### config.mk
export PLATFORM = sky130hd
export DESIGN_NAME = dmem_port_arbiter_flat
export DESIGN_NICKNAME = d
export VERILOG_FILES = /design/src/rtl/dmem_arb_pkg.sv /design/src/rtl/dmem_port_arbiter_if.sv /design/src/rtl/dmem_port_arbiter_rr_pick.sv /design/src/rtl/dmem_port_arbiter.sv /design/src/flat_wrapper.sv
export SDC_FILE = /design/constraint.sdc
export NUM_CORES = 1
export LEC_CHECK = 0
export CAP_MARGIN = 10
export CORE_AREA = 2 2 169 171
export DETAILED_ROUTE_END_ITERATION = 10
export DIE_AREA = 0 0 171 173
export PLACE_DENSITY = 0.46
export SETUP_SLACK_MARGIN = 0.3
export SLEW_MARGIN = 20
export SYNTH_ARGS = -nofsm -noshare
export SYNTH_HDL_FRONTEND = slang
export SYNTH_SLANG_ARGS = --single-unit
### constraint.sdc
create_clock -name clk -period 4 [get_ports clk]
set_input_delay 0.8 -clock clk [delete_from_list [all_inputs] [get_ports clk]]
set_output_delay 0.8 -clock clk [all_outputs]
set_load 0.01 [all_outputs]
### src/rtl/dmem_arb_pkg.sv
`default_nettype none
// ============================================================================
//  Module      : dmem_arb_pkg
//  Description : Shared constants and types for the data-memory port arbiter
//                and its round-robin picker.
//  Revision    : 1.0  initial release
// ============================================================================
package dmem_arb_pkg;

    // Requester slots on the shared data-memory port
    localparam int REQ_UART_RX = 0;
    localparam int REQ_PROC    = 1;
    localparam int REQ_UART_TX = 2;

    // Default geometry (DATA_W = CORE_COUNT * REG_WIDTH)
    localparam int DEF_N_REQ     = 3;
    localparam int DEF_ADDR_W    = 12;
    localparam int DEF_DATA_W    = 60;
    localparam int DEF_MAX_BURST = 16;

    typedef logic [$clog2(DEF_N_REQ)-1:0] req_idx_t;

endpackage : dmem_arb_pkg
`default_nettype wire

### src/rtl/dmem_port_arbiter_if.sv
`default_nettype none
// ============================================================================
//  Module      : dmem_port_arbiter_if
//  Description : Requester-side bundle of the data-memory port arbiter.
//                master = requesters, slave = arbiter.
//  Revision    : 1.0  initial release
// ============================================================================
interface dmem_port_arbiter_if
    import dmem_arb_pkg::*;
#(
    parameter int N_REQ  = DEF_N_REQ,
    parameter int ADDR_W = DEF_ADDR_W,
    parameter int DATA_W = DEF_DATA_W
);
    logic [N_REQ-1:0]        en;
    logic [N_REQ-1:0]        req;
    logic [N_REQ-1:0]        lock;
    logic [N_REQ-1:0]        we;
    logic [N_REQ*ADDR_W-1:0] addr;
    logic [N_REQ*DATA_W-1:0] wdata;
    logic [N_REQ-1:0]        gnt;
    logic [N_REQ-1:0]        rvalid;
    logic [DATA_W-1:0]       rdata;
    logic                    busy;

    modport master (
        output en, req, lock, we, addr, wdata,
        input  gnt, rvalid, rdata, busy
    );

    modport slave (
        input  en, req, lock, we, addr, wdata,
        output gnt, rvalid, rdata, busy
    );
endinterface : dmem_port_arbiter_if
`default_nettype wire

### src/rtl/dmem_port_arbiter_rr_pick.sv
`default_nettype none
// ============================================================================
//  Module      : rr_pick
//  Description : Combinational round-robin picker. Searches elig starting at
//                ptr+1 (mod N_REQ) and returns a one-hot pick plus its index.
//                The slot at ptr itself has the lowest priority.
//  Revision    : 1.0  initial release
// ============================================================================
module rr_pick
    import dmem_arb_pkg::*;
#(
    parameter  int N_REQ = DEF_N_REQ,
    localparam int IDX_W = (N_REQ > 1) ? $clog2(N_REQ) : 1
) (
    input  logic [N_REQ-1:0] elig,
    input  logic [IDX_W-1:0] ptr,
    output logic [N_REQ-1:0] pick,
    output logic [IDX_W-1:0] pick_idx
);

    // Walk from lowest to highest priority so the closest hit after ptr wins
    always_comb begin
        pick     = '0;
        pick_idx = '0;
        for (int i = N_REQ; i >= 1; i--) begin
            if (elig[(int'(ptr) + i) % N_REQ]) begin
                pick                             = '0;
                pick[(int'(ptr) + i) % N_REQ]    = 1'b1;
                pick_idx                         = IDX_W'((int'(ptr) + i) % N_REQ);
            end
        end
    end

endmodule : rr_pick
`default_nettype wire

### src/rtl/dmem_port_arbiter.sv
`default_nettype none
// ============================================================================
//  Module      : dmem_port_arbiter
//  Description : Shares the single-port data memory (1-cycle registered read)
//                among N_REQ requesters. Round-robin with burst lock and a
//                starvation cap; per-requester enable mask from the phase FSM.
//  Revision    : 1.0  initial release
// ============================================================================
module dmem_port_arbiter
    import dmem_arb_pkg::*;
#(
    parameter int N_REQ     = DEF_N_REQ,
    parameter int ADDR_W    = DEF_ADDR_W,
    parameter int DATA_W    = DEF_DATA_W,
    parameter int MAX_BURST = DEF_MAX_BURST
) (
    input  logic                clk,
    input  logic                rst,
    dmem_port_arbiter_if.slave  bus,
    output logic                mem_wrEn,
    output logic [ADDR_W-1:0]   mem_addr,
    output logic [DATA_W-1:0]   mem_dataIn,
    input  logic [DATA_W-1:0]   mem_dataOut
);

    localparam int IDX_W = (N_REQ > 1) ? $clog2(N_REQ) : 1;
    localparam int CNT_W = $clog2(MAX_BURST + 1);
    localparam logic [CNT_W-1:0] BURST_CAP = CNT_W'(MAX_BURST - 1);

    logic [N_REQ-1:0] w_elig;
    logic [N_REQ-1:0] w_owner_oh;
    logic [N_REQ-1:0] w_rr_pick;
    logic [IDX_W-1:0] w_rr_idx;
    logic [N_REQ-1:0] w_gnt;
    logic [IDX_W-1:0] w_gnt_idx;
    logic [N_REQ-1:0] w_rvalid;
    logic             w_any;
    logic             w_others;
    logic             w_hold;

    logic [IDX_W-1:0]  r_ptr;
    logic [IDX_W-1:0]  r_owner;
    logic              r_lock_vld;
    logic [CNT_W-1:0]  r_burst_cnt;
    logic [ADDR_W-1:0] r_last_addr;
    logic [N_REQ-1:0]  r_rvalid;

    // Nothing is eligible while reset is asserted
    assign w_elig     = rst ? '0 : (bus.req & bus.en);
    assign w_owner_oh = N_REQ'(1) << r_owner;
    assign w_others   = |(w_elig & ~w_owner_oh);

    // Lock continues only while the owner stays eligible; the cap breaks it
    // for one arbitration when somebody else is waiting
    assign w_hold = r_lock_vld && w_elig[r_owner]
                    && !((r_burst_cnt >= BURST_CAP) && w_others);

    rr_pick #(
        .N_REQ    (N_REQ)
    ) u_rr_pick (
        .elig     (w_elig),
        .ptr      (r_ptr),
        .pick     (w_rr_pick),
        .pick_idx (w_rr_idx)
    );

    assign w_gnt     = w_hold ? w_owner_oh : w_rr_pick;
    assign w_gnt_idx = w_hold ? r_owner    : w_rr_idx;
    assign w_any     = |w_gnt;

    // Memory port follows the granted requester; address parks on last value
    always_comb begin
        mem_wrEn   = 1'b0;
        mem_addr   = r_last_addr;
        mem_dataIn = '0;
        for (int i = 0; i < N_REQ; i++) begin
            if (w_gnt[i]) begin
                mem_wrEn   = bus.we[i];
                mem_addr   = bus.addr[i*ADDR_W +: ADDR_W];
                mem_dataIn = bus.wdata[i*DATA_W +: DATA_W];
            end
        end
    end

    // Arbitration state, lock tracking and the one-stage read tag pipeline
    always_ff @(posedge clk) begin
        if (rst) begin
            r_ptr       <= IDX_W'(N_REQ - 1);
            r_owner     <= '0;
            r_lock_vld  <= 1'b0;
            r_burst_cnt <= '0;
            r_last_addr <= '0;
            r_rvalid    <= '0;
        end else begin
            r_rvalid <= w_gnt & ~bus.we;
            if (w_any) begin
                r_ptr       <= w_gnt_idx;
                r_owner     <= w_gnt_idx;
                r_lock_vld  <= bus.lock[w_gnt_idx];
                r_last_addr <= mem_addr;
                if (w_hold) begin
                    r_burst_cnt <= (r_burst_cnt >= BURST_CAP) ? r_burst_cnt
                                                              : r_burst_cnt + 1'b1;
                end else begin
                    r_burst_cnt <= '0;
                end
            end else begin
                r_lock_vld  <= 1'b0;
                r_burst_cnt <= '0;
            end
        end
    end

    // A read in flight when reset arrives is dropped, even in the reset cycle
    assign w_rvalid   = r_rvalid & {N_REQ{~rst}};
    assign bus.gnt    = w_gnt;
    assign bus.rvalid = w_rvalid;
    assign bus.rdata  = mem_dataOut;
    assign bus.busy   = w_any | (|w_rvalid);

endmodule : dmem_port_arbiter
`default_nettype wire

### src/flat_wrapper.sv
// flat-port wrapper written by rule: the top's interface ports become plain ports
module dmem_port_arbiter_flat import dmem_arb_pkg::*;
#(
    parameter int N_REQ     = DEF_N_REQ,
    parameter int ADDR_W    = DEF_ADDR_W,
    parameter int DATA_W    = DEF_DATA_W,
    parameter int MAX_BURST = DEF_MAX_BURST
)
  (clk, rst, mem_wrEn, mem_addr, mem_dataIn, mem_dataOut, bus_en, bus_req, bus_lock, bus_we, bus_addr, bus_wdata, bus_gnt, bus_rvalid, bus_rdata, bus_busy);
  dmem_port_arbiter_if #(.N_REQ(N_REQ), .ADDR_W(ADDR_W), .DATA_W(DATA_W)) bus_i ();
  input  logic clk;
  input  logic rst;
  output logic mem_wrEn;
  output logic [ADDR_W-1:0] mem_addr;
  output logic [DATA_W-1:0] mem_dataIn;
  input  logic [DATA_W-1:0] mem_dataOut;
  input wire logic [$bits(bus_i.en)-1:0] bus_en;
  input wire logic [$bits(bus_i.req)-1:0] bus_req;
  input wire logic [$bits(bus_i.lock)-1:0] bus_lock;
  input wire logic [$bits(bus_i.we)-1:0] bus_we;
  input wire logic [$bits(bus_i.addr)-1:0] bus_addr;
  input wire logic [$bits(bus_i.wdata)-1:0] bus_wdata;
  output wire logic [$bits(bus_i.gnt)-1:0] bus_gnt;
  output wire logic [$bits(bus_i.rvalid)-1:0] bus_rvalid;
  output wire logic [$bits(bus_i.rdata)-1:0] bus_rdata;
  output wire logic [$bits(bus_i.busy)-1:0] bus_busy;
  assign bus_i.en = bus_en;
  assign bus_i.req = bus_req;
  assign bus_i.lock = bus_lock;
  assign bus_i.we = bus_we;
  assign bus_i.addr = bus_addr;
  assign bus_i.wdata = bus_wdata;
  assign bus_gnt = bus_i.gnt;
  assign bus_rvalid = bus_i.rvalid;
  assign bus_rdata = bus_i.rdata;
  assign bus_busy = bus_i.busy;
  dmem_port_arbiter #(.N_REQ(N_REQ), .ADDR_W(ADDR_W), .DATA_W(DATA_W), .MAX_BURST(MAX_BURST)) u_core (.clk(clk), .rst(rst), .bus(bus_i), .mem_wrEn(mem_wrEn), .mem_addr(mem_addr), .mem_dataIn(mem_dataIn), .mem_dataOut(mem_dataOut));
endmodule
Word level (Yosys, flattened, before mapping)

Index checks and enable logic that the tools add are counted.

Register bits after elaboration: 25
Bits of input ports: 290
Output and inout bits: 140
Word-level logic and storage cells: 82

Add/sub/neg operators: 4
Div/mod/pow operators: 3
Order comparisons: 9
Shift operators: 1
Mux-type cells: 37
Bitwise logic cells: 10
Reductions and logical operators: 12

Operators by type and width:

| operator                                                | number |
|---|---|
| 2-to-1 mux 60 bit                                       | 3 |
| >= comparator 32 x 1 -> 1 bit (second input constant)   | 3 |
| < comparator 32 x 4 -> 1 bit (second input constant)    | 3 |
| remainder unit 32 x 3 -> 32 bit (second input constant) | 3 |
| 2-to-1 mux 12 bit                                       | 3 |
| 2-to-1 mux 3 bit                                        | 5 |
| 2-to-1 mux 1 bit                                        | 14 |
| bitwise AND 3 bit                                       | 4 |
| OR reduction 3 bit                                      | 4 |
| binary-select mux 1 bit (select 2 bit)                  | 5 |
| 2-to-1 mux 2 bit                                        | 4 |
| adder 2 x 2 -> 3 bit (second input constant)            | 2 |
| demux 1 bit (select 2 bit)                              | 3 |
| logical AND 1 bit                                       | 6 |
| < comparator 2 x 3 -> 1 bit (second input constant)     | 2 |
| NOT 3 bit                                               | 2 |
| adder 5 x 1 -> 5 bit (second input constant)            | 1 |
| >= comparator 5 x 4 -> 1 bit (second input constant)    | 1 |
| adder 2 x 1 -> 3 bit (second input constant)            | 1 |
| NOT 1 bit                                               | 3 |
| << shifter 1 x 2 -> 3 bit (first input constant)        | 1 |
| OR reduction 2 bit                                      | 1 |
| zero test 1 bit                                         | 1 |
| OR 1 bit                                                | 1 |

Longest topological paths before layout

Gate-level depths: netlist of the first run.

Depth after elaboration: 13
Depth in mapped cells: 13
Depth with buffers taken out: 11

Cells and area by module

Synthesis of the first run repeated with hierarchy kept, for this count alone.

Cells, all modules: 475
Area, all modules: 3918.8 um2

By module, submodules not included:

| module            | times used | cells an instance | area an instance (um2) |
|---|---|---|---|
| dmem_port_arbiter | 1          | 441               | 3663.5 |
| rr_pick           | 1          | 34                | 255.2 |

Worst setup path after synthesis of the first run

Ideal clock, no wire load.

Kind: flip-flop to output port
Start: reg u_core.r_owner[0]
End: out mem_dataIn[10]
Arrival: 2.735 ns
Required time: 3.200 ns
Setup slack: 0.465 ns
Stages on the path, launching flop included: 13
Cells stage by stage: dfxtp_1 inv_1 ha_1 clkbuf_1 a211oi_2 o21bai_1 mux2i_1 o21ai_2 inv_2 buf_6 buf_2 nand3_1 a21oi_1

Cells in the longest elaborated chain, start to end: 11
Elaborated cells on any way between the ends: 14
Classes of those cells: shift (1); mux (6); bitwise (2); reduce/logical (5)

Ends and longest elaborated chain:

| item                           | RTL line                | RTL |
|---|---|---|
| start: declaration             | dmem_port_arbiter.sv:42 | `logic [IDX_W-1:0] r_owner;` |
| start signal: assignment       | dmem_port_arbiter.sv:98 | `r_owner <= w_gnt_idx;` |
| << shifter 1 x 2 -> 3 bit      | dmem_port_arbiter.sv:50 | `assign w_owner_oh = N_REQ'(1) << r_owner;` |
| NOT 3 bit                      | dmem_port_arbiter.sv:51 | `assign w_others = \|(w_elig & ~w_owner_oh);` |
| bitwise AND 3 bit              | dmem_port_arbiter.sv:51 |  |
| OR reduction 3 bit             | dmem_port_arbiter.sv:51 |  |
| logical AND 1 bit              | dmem_port_arbiter.sv:56 | `&& !((r_burst_cnt >= BURST_CAP) && w_others);` |
| zero test 1 bit                | dmem_port_arbiter.sv:56 |  |
| logical AND 1 bit              | dmem_port_arbiter.sv:56 |  |
| 2-to-1 mux 3 bit (*)           | dmem_port_arbiter.sv:67 | `assign w_gnt = w_hold ? w_owner_oh : w_rr_pick;` |
| 2-to-1 mux 60 bit (2 in a row) | dmem_port_arbiter.sv:77 | `if (w_gnt[i]) begin` |
| 2-to-1 mux 60 bit (*)          | dmem_port_arbiter.sv:77 |  |
| end: declaration               | flat_wrapper.sv:15      | `output logic [DATA_W-1:0] mem_dataIn;` |

Mark *: on every way between the ends. The rest lies on a longest branch, timed or not. The select of a mux whose other input is x is not followed.

Final worst setup path of the first run

Start: in bus_req[2]
End: out bus_busy

Cells in the longest elaborated chain, start to end: 11
Elaborated cells on any way between the ends: 25
Classes of those cells: mux (16); bitwise (3); reduce/logical (6)

Ends and longest elaborated chain:

| item                                                | RTL line                        | RTL |
|---|---|---|
| start: declaration                                  | flat_wrapper.sv:18              | `input wire logic [$bits(bus_i.req)-1:0] bus_req;` |
| bitwise AND 3 bit (*)                               | dmem_port_arbiter.sv:49         | `assign w_elig = rst ? '0 : (bus.req & bus.en);` |
| 2-to-1 mux 3 bit (*)                                | dmem_port_arbiter.sv:49         |  |
| binary-select mux 1 bit (select 2 bit)              | dmem_port_arbiter_rr_pick.sv:26 | `if (elig[(int'(ptr) + i) % N_REQ]) begin` |
| 2-to-1 mux 1 bit (not written as such) (2 in a row) | dmem_port_arbiter_rr_pick.sv:26 |  |
| 2-to-1 mux 3 bit (3 in a row)                       | dmem_port_arbiter_rr_pick.sv:26 |  |
| 2-to-1 mux 3 bit (*)                                | dmem_port_arbiter.sv:67         |  |
| OR reduction 3 bit (*)                              | dmem_port_arbiter.sv:69         | `assign w_any = \|w_gnt;` |
| OR 1 bit (*)                                        | dmem_port_arbiter.sv:119        | `assign bus.busy = w_any \| (\|w_rvalid);` |
| end: declaration                                    | flat_wrapper.sv:26              | `output wire logic [$bits(bus_i.busy)-1:0] bus_busy;` |

Marks and branches as above.

==> results of run 1 <==
how the worst max path moves through the flow:
stage / end / slack, ps / depth (start not counted)
floorplan: mem_dataIn[10] / 460 / 12
global placement: mem_dataIn[27] / -870 / 14
detailed placement: mem_dataIn[27] / -860 / 15
CTS: mem_addr[4] / 210 / 15
global route: bus_busy / 80 / 13
finish: bus_busy / 200 / 12
repair_timing:
item                                    CTS  global route
gates resized for setup                 464            55
pin swaps                                58            17
setup buffers                            34             9
endpoints found under the setup margin   77            76
gates cloned                             11             1
hold endpoints to repair                  0             0
sequential cells by signal (all words and copies together), names as in the netlist:
name / flops
u_core.r_ptr: 1
u_core.r_owner: 2
u_core.r_burst_cnt: 5
u_core.r_lock_vld: 1
u_core.r_rvalid: 3
u_core.r_last_addr: 12
per-stage QoR:
stage	total power, W	setup WS, ps	instance area, um2	std cells	TNS (ps)
after floorplan	0.00268	465	3770	589	0
after global placement	0.00576	-869	7770	1297	-51720
after detailed placement	0.00575	-865	7770	1297	-51190
after CTS	0.00669	205	8830	1346	0
after global routing	0.00733	84.8	9130	1356	0
final	0.00687	203	9130	1356	0
power breakdown:
| part | total (W) | internal [W] | switching [W] |
|---|---|---|---|
| clock network | 0.000299 | 0.000199 | 0.0000998 |
| registers | 0.000395 | 0.000330 | 0.0000655 |
| logic | 0.00617 | 0.00310 | 0.00307 |
cell usage in the layout, fill, tap and decap left out, types with 3 or more instances in the layout:
cell	instances
clkdlybuf4s50_1	225
buf_4	126
a21oi_1	100
nor2_1	67
nand3_1	65
buf_2	64
buf_6	31
a21oi_2	30
nand2_1	23
nand3_2	23
buf_12	22
dfxtp_1	21
inv_1	18
a31oi_1	13
o211ai_1	12
o2111ai_4	11
buf_16	7
buf_8	7
o21ai_2	4
nor2b_1	4
nor3_1	4
clkbuf_16	4
bufbuf_16	4
nor2_4	3
inv_2	3
nor4_1	3
ha_1	3
routing by layer:
layer,part of all wire,GRT usage,routed length [um],up-vias
li1,-,-,-,2835
met1,0.40,0.190,10200,2720
met2,0.52,0.310,13400,220
met3,0.064,0.0382,1640,23
met4,0.012,0.0244,300,2
met5,0.00031,0,8,-
kinds of logic after synthesis:
family                   count (synthesis)  share of synthesized area
buffers and inverters                  134                      0.215
flip-flops                              24                      0.127
multiplexers                             1                    0.00265
AND/OR/NAND/NOR                        219                      0.286
adder cells (fa/ha/maj)                  7                     0.0226
XOR/XNOR                                 2                    0.00465
AO/OA/AOI/OAI                          202                      0.342
synthesized netlist by cell type, types with 2 or more instances:
master / n / area share
nor4_1: 3 / 0.0050
and3b_1: 2 / 0.0046
nor3_1: 5 / 0.0066
dfxtp_1: 24 / 0.13
or3b_1: 2 / 0.0046
o2111ai_2: 12 / 0.048
nor2_1: 71 / 0.071
a21oi_1: 131 / 0.17
a31oi_1: 14 / 0.023
buf_6: 3 / 0.0090
nand3_1: 90 / 0.12
nand3b_2: 2 / 0.0060
buf_2: 24 / 0.032
o211ai_1: 12 / 0.024
inv_1: 21 / 0.021
nand2b_1: 2 / 0.0033
o21ai_0: 4 / 0.0053
buf_4: 68 / 0.14
o21ai_1: 4 / 0.0053
nand3b_1: 2 / 0.0040
a221oi_2: 2 / 0.0080
a211oi_1: 3 / 0.0060
a21o_1: 2 / 0.0040
clkbuf_1: 15 / 0.015
ha_1: 6 / 0.020
inv_2: 3 / 0.0030
nor2b_1: 4 / 0.0066
o22ai_1: 2 / 0.0033
nand2_1: 24 / 0.024
layout make-up:
cell class / count / share of cell area
inverter: 24 / 0.0128
tap: 378 / 0.0518
multi-input combinational: 431 / 0.341
timing repair buffer: 495 / 0.529
clock inverter: 1 / 0.00329
sequential: 24 / 0.0533
clock buffer: 3 / 0.00823
critical path, stage by stage:
cell      delay [ps]
buf_8            110
buf_6            110
and4bb_2         260
o221ai_4         290
a211oi_2          70
buf_4            160
nor3_4           190
buf_12           180
buf_4            120
nand3_1          110
or4_4            420
buf_4            170
==> impl_metrics.py, run 1 <==
metrics = {
    "worst_setup_path": {
        "worstPathRequired_ps": 3200,
        "reg2reg_slack_ps": 1170,
        "cp-start-kind": "primary input",
        "reg2reg_from": "u_core.r_owner[0]",
        "setup.worst_path.end_class": "primary output",
        "critPathMaxFanout": 6,
        "arrival_ps": 3000,
        "worst_r2r_path_depth": 14,
        "startpoint": "bus_req[2]",
        "rr_endpoint": "u_core.r_last_addr[1]",
        "crit_type": "primary input to primary output",
    },
    "die": {
        "dieWidth_um": 171,
        "ios": 430,
        "die-area_um2": 29600,
        "num_rows": 61,
        "coreArea_um2": 27600,
        "floorplan.initialDensity": 0.136,
        "die_h_um": 173,
    },
    "clock_network": {
        "clk_pin_slew_ps": 70,
        "clockBufferDepth": 2,
        "cts-root-buf": "clkbuf_16",
        "cts_sinks": 24,
        "clk-insertion-delay-late_ps": 260,
        "htreeDepth": 1,
        "cts_tree": "built",
        "cts_hold_buf": 0,
        "cts_buffers": 3,
    },
    "synth": {
        "synthArstFlopShare": 0,
        "ys_seq_area_frac": 0.127,
        "syn_area_per_cell_um2": 6.40,
        "yosysWarnings": 0,
        "ys_types": 61,
        "synth_nets": 885,
        "syn_area_um2": 3770,
        "ys_ff_latch": 24,
        "synth_flop_cell": "dfxtp_1",
        "syn_inst": 589,
        "synth-edff-count": 0,
    },
    "grt": {
        "grt_max_degree": 21,
        "grt_pass1_vias": 6023,
        "gr-usage-all-layers": 0.165,
        "grt_first_pass_wirelength_um": 37300,
        "grt_overflow_total": 0,
        "grt_antenna_before_repair": 1,
    },
    "routing": {
        "drc": 0,
        "viasPerCell": 4.28,
        "wl_per_cell_um": 18.9,
        "ant_nets": 0,
        "drt_iter0_drc": 141,
        "routed_wl_um": 25600,
        "via_count": 5800,
        "drt-pass1-iter-count": 4,
    },
    "placed_design": {
        "io_buffers": 309,
        "routabilityCongestion": 0.857,
        "dp_hpwl_um": 19200,
    },
    "timing": {
        "maxSlewHeadroom": 0.776,
        "post-route-period-util": 0.949,
        "rsz0062_at_grt": "true",
        "whs_ps": 483,
        "finalClockSkew_ps": 4.43,
        "fin_crit_ps": 3800,
        "slew_viol_final": 0,
        "worstMarginPinSlew_ps": 336,
        "fmax_mhz": 263,
        "final-hold-violation-count": 0,
        "setup-violations-final": 0,
    },
    "final_layout": {
        "ff_latch_area_um2": 487,
        "drive_gt1_frac": 0.393,
        "fin_util": 0.330,
        "insertedDiodeCount": 0,
        "fillers": 3035,
        "nNetsFinal": 1275,
        "area.growth.synth_to_final_pct": 142,
        "multi_input_area_um2": 3110,
    },
    "min_path": {
        "whs_path_depth": 2,
        "hp-start": "u_core.r_burst_cnt[1]",
        "hold_path_end": "u_core.r_burst_cnt[1]",
        "hold_path.class": "flop to flop",
    },
    "pwr": {
        "leakage_nw": 3.65,
        "power_density_nw_per_um2": 753,
        "peakVddDrop_mv": 0.295,
    },
    "run": {
        "max_cap_viol_count": 0,
    },
    "run_status": {
        "status": "finished clean",
    },
}
No activity file was read; power rests on OpenSTA's default activity.
==> run 2: changes to the inputs <==
--- a/config.mk
+++ b/config.mk
@@ -10,7 +10,6 @@
 export DETAILED_ROUTE_END_ITERATION = 10
 export DIE_AREA = 0 0 171 173
 export PLACE_DENSITY = 0.46
-export SETUP_SLACK_MARGIN = 0.3
 export SLEW_MARGIN = 20
 export SYNTH_ARGS = -nofsm -noshare
 export SYNTH_HDL_FRONTEND = slang
==> impl_metrics.py, run 2 (synthesis gave the netlist of run 1 again) <==
metrics = {
    "die": {
        "floorplan.initialDensity": 0.136,
        "die-area_um2": 29600,
        "num_rows": 61,
        "coreArea_um2": 27600,
        "dieWidth_um": 171,
        "die_h_um": 173,
        "ios": 430,
    },
    "placed_design": {
        "io_buffers": 309,
        "routabilityCongestion": 0.857,
        "dp_hpwl_um": 19200,
    },
    "final_layout": {
        "layout_common_cells": "clkdlybuf4s50_1, buf_4, a21oi_1, nand3_1, nor2_1",
        "reg_top3": "u_core.r_last_addr: 12 flops, u_core.r_burst_cnt: 5 flops, u_core.r_rvalid: 3 flops",
        "area.growth.synth_to_final_pct": 120,
        "nNetsFinal": 1244,
        "top_register": "u_core.r_last_addr",
        "insertedDiodeCount": 0,
        "drive_gt1_frac": 0.324,
        "largest_register_ffs": 12,
        "mostFrequentLayoutCell": "clkdlybuf4s50_1",
    },
    "routing": {
        "drc": 0,
        "ant_nets": 0,
        "via_count": 5637,
        "drt-pass1-iter-count": 4,
        "routed_wl_um": 23900,
        "wl_per_cell_um": 18.1,
        "viasPerCell": 4.25,
        "drt_iter0_drc": 189,
    },
    "clock_network": {
        "cts_hold_buf": 0,
        "htreeDepth": 1,
        "cts_buffers": 3,
        "clk_pin_slew_ps": 70,
        "clockBufferDepth": 2,
        "cts_tree": "built",
        "cts_sinks": 24,
        "clk-insertion-delay-late_ps": 260,
        "cts-root-buf": "clkbuf_16",
    },
    "min_path": {
        "hold_path.class": "flop to flop",
        "whs_path_depth": 2,
        "hp-start": "u_core.r_burst_cnt[4]",
        "hold_path_end": "u_core.r_burst_cnt[4]",
    },
    "run_status": {
        "status": "finished clean",
    },
    "timing": {
        "maxSlewHeadroom": 0.724,
        "slew_viol_final": 0,
        "fmax_mhz": 255,
        "post-route-period-util": 0.980,
        "whs_ps": 496,
        "finalClockSkew_ps": 4.65,
        "setup-violations-final": 0,
        "final-hold-violation-count": 0,
        "worstMarginPinSlew_ps": 412,
        "fin_crit_ps": 3920,
        "rsz0062_at_grt": "true",
    },
    "worst_setup_path": {
        "crit_type": "primary input to primary output",
        "reg2reg_from": "u_core.r_owner[0]",
        "reg2reg_slack_ps": 1100,
        "setup.worst_path.end_class": "primary output",
        "rr_endpoint": "u_core.r_owner[0]",
        "worstPathRequired_ps": 3200,
        "cp-start-kind": "primary input",
        "worst_r2r_path_depth": 13,
        "arrival_ps": 3120,
        "critPathMaxFanout": 5,
    },
    "grt": {
        "grt-busiest-layer": "met2",
        "grt_pass1_vias": 5711,
        "grt_antenna_before_repair": 1,
        "gr-usage-met2": 0.286,
        "grt_max_degree": 25,
        "grt_first_pass_wirelength_um": 34800,
        "grt_overflow_total": 0,
        "use_met1": 0.176,
        "gr-usage-all-layers": 0.152,
        "grt.met3_usage": 0.0375,
    },
    "pwr": {
        "power_density_nw_per_um2": 727,
        "leakage_nw": 3.33,
        "peakVddDrop_mv": 0.306,
        "p_total_w": 0.00603,
    },
    "run": {
        "max_cap_viol_count": 0,
    },
}
## run 2: cell types whose count changed in the layout (fill, tap and decap cells not counted), moves of 3 or more
cell       change
a21oi_1       +11
a21oi_2       -10
buf_12         -6
buf_16         -6
buf_2         -14
buf_6         -20
clkbuf_2      +17
dfxtp_1        +3
inv_1          +3
inv_2          -3
nand3_1       +22
nand3_2       -21
o2111ai_2      +7
o2111ai_4      -7
## run 2: per-layer routing
metal / vias up / share of wire
met5: - / 0.00033
met4: 2 / 0.013
met3: 23 / 0.072
met2: 234 / 0.52
met1: 2609 / 0.39
li1: 2769 / -
## run 2: report_power, final
group          total [W]  switching, W  internal (W)
Combinational    0.00535       0.00280       0.00255
Sequential      0.000375     0.0000487      0.000326
Clock           0.000298     0.0000990      0.000199
Total            0.00603       0.00295       0.00308
## run 2: layout make-up
cell class / instances / area (um2)
inverter: 24 / 105
sequential: 24 / 480
clock buffer: 3 / 75.1
tap: 378 / 473
clock inverter: 1 / 30.0
fill: 3088 / 19300
multi-input combinational: 431 / 2850
timing repair buffer: 464 / 4270
## run 2: worst max path at each step
stage	from	to	slack, ps	cells after the start
floorplan	u_core.r_owner[0]	mem_dataIn[10]	460	12
global placement	bus_en[2]	mem_dataIn[27]	-870	14
detailed placement	rst	mem_dataIn[27]	-860	15
CTS	bus_req[2]	mem_dataIn[39]	2	14
global route	bus_req[2]	bus_busy	-40	13
finish	bus_req[2]	bus_busy	80	13
## run 2: through the flow
stage / TNS, ps / util / area, um2 / setup WS [ps] / cells
final: 0 / 0.300 / 8290 / 79.7 / 1325
after global routing: -170 / 0.300 / 8290 / -38.5 / 1325
after CTS: 0 / 0.297 / 8220 / 1.96 / 1314
after detailed placement: -51190 / 0.281 / 7770 / -865 / 1297
after global placement: -51720 / 0.281 / 7770 / -869 / 1297
after floorplan: 0 / - / 3770 / 465 / 589
## run 2: timing repair
action	in CTS	in global routing
setup endpoints to repair	77	76
pin swaps	20	26
setup buffers	10	12
gates resized for setup	302	86
gates cloned	4	0
## run 2: critical path, cell delays in order
cell      delay, ps
clkbuf_2        130
buf_4           150
and4bb_2        240
buf_4           150
o221ai_4        250
a211oi_2         80
buf_4           160
nor3_4          190
buf_12          160
buf_4           110
nand3_1         110
or4_4           420
buf_4           170
==> run 3: changes to the inputs <==
--- a/config.mk
+++ b/config.mk
@@ -5,7 +5,6 @@
 export SDC_FILE = /design/constraint.sdc
 export NUM_CORES = 1
 export LEC_CHECK = 0
-export CAP_MARGIN = 10
 export CORE_AREA = 2 2 169 171
 export DETAILED_ROUTE_END_ITERATION = 10
 export DIE_AREA = 0 0 171 173
==> results of run 3 <==
Same layout as run 2: the final DEF is identical, and so are final timing and power.
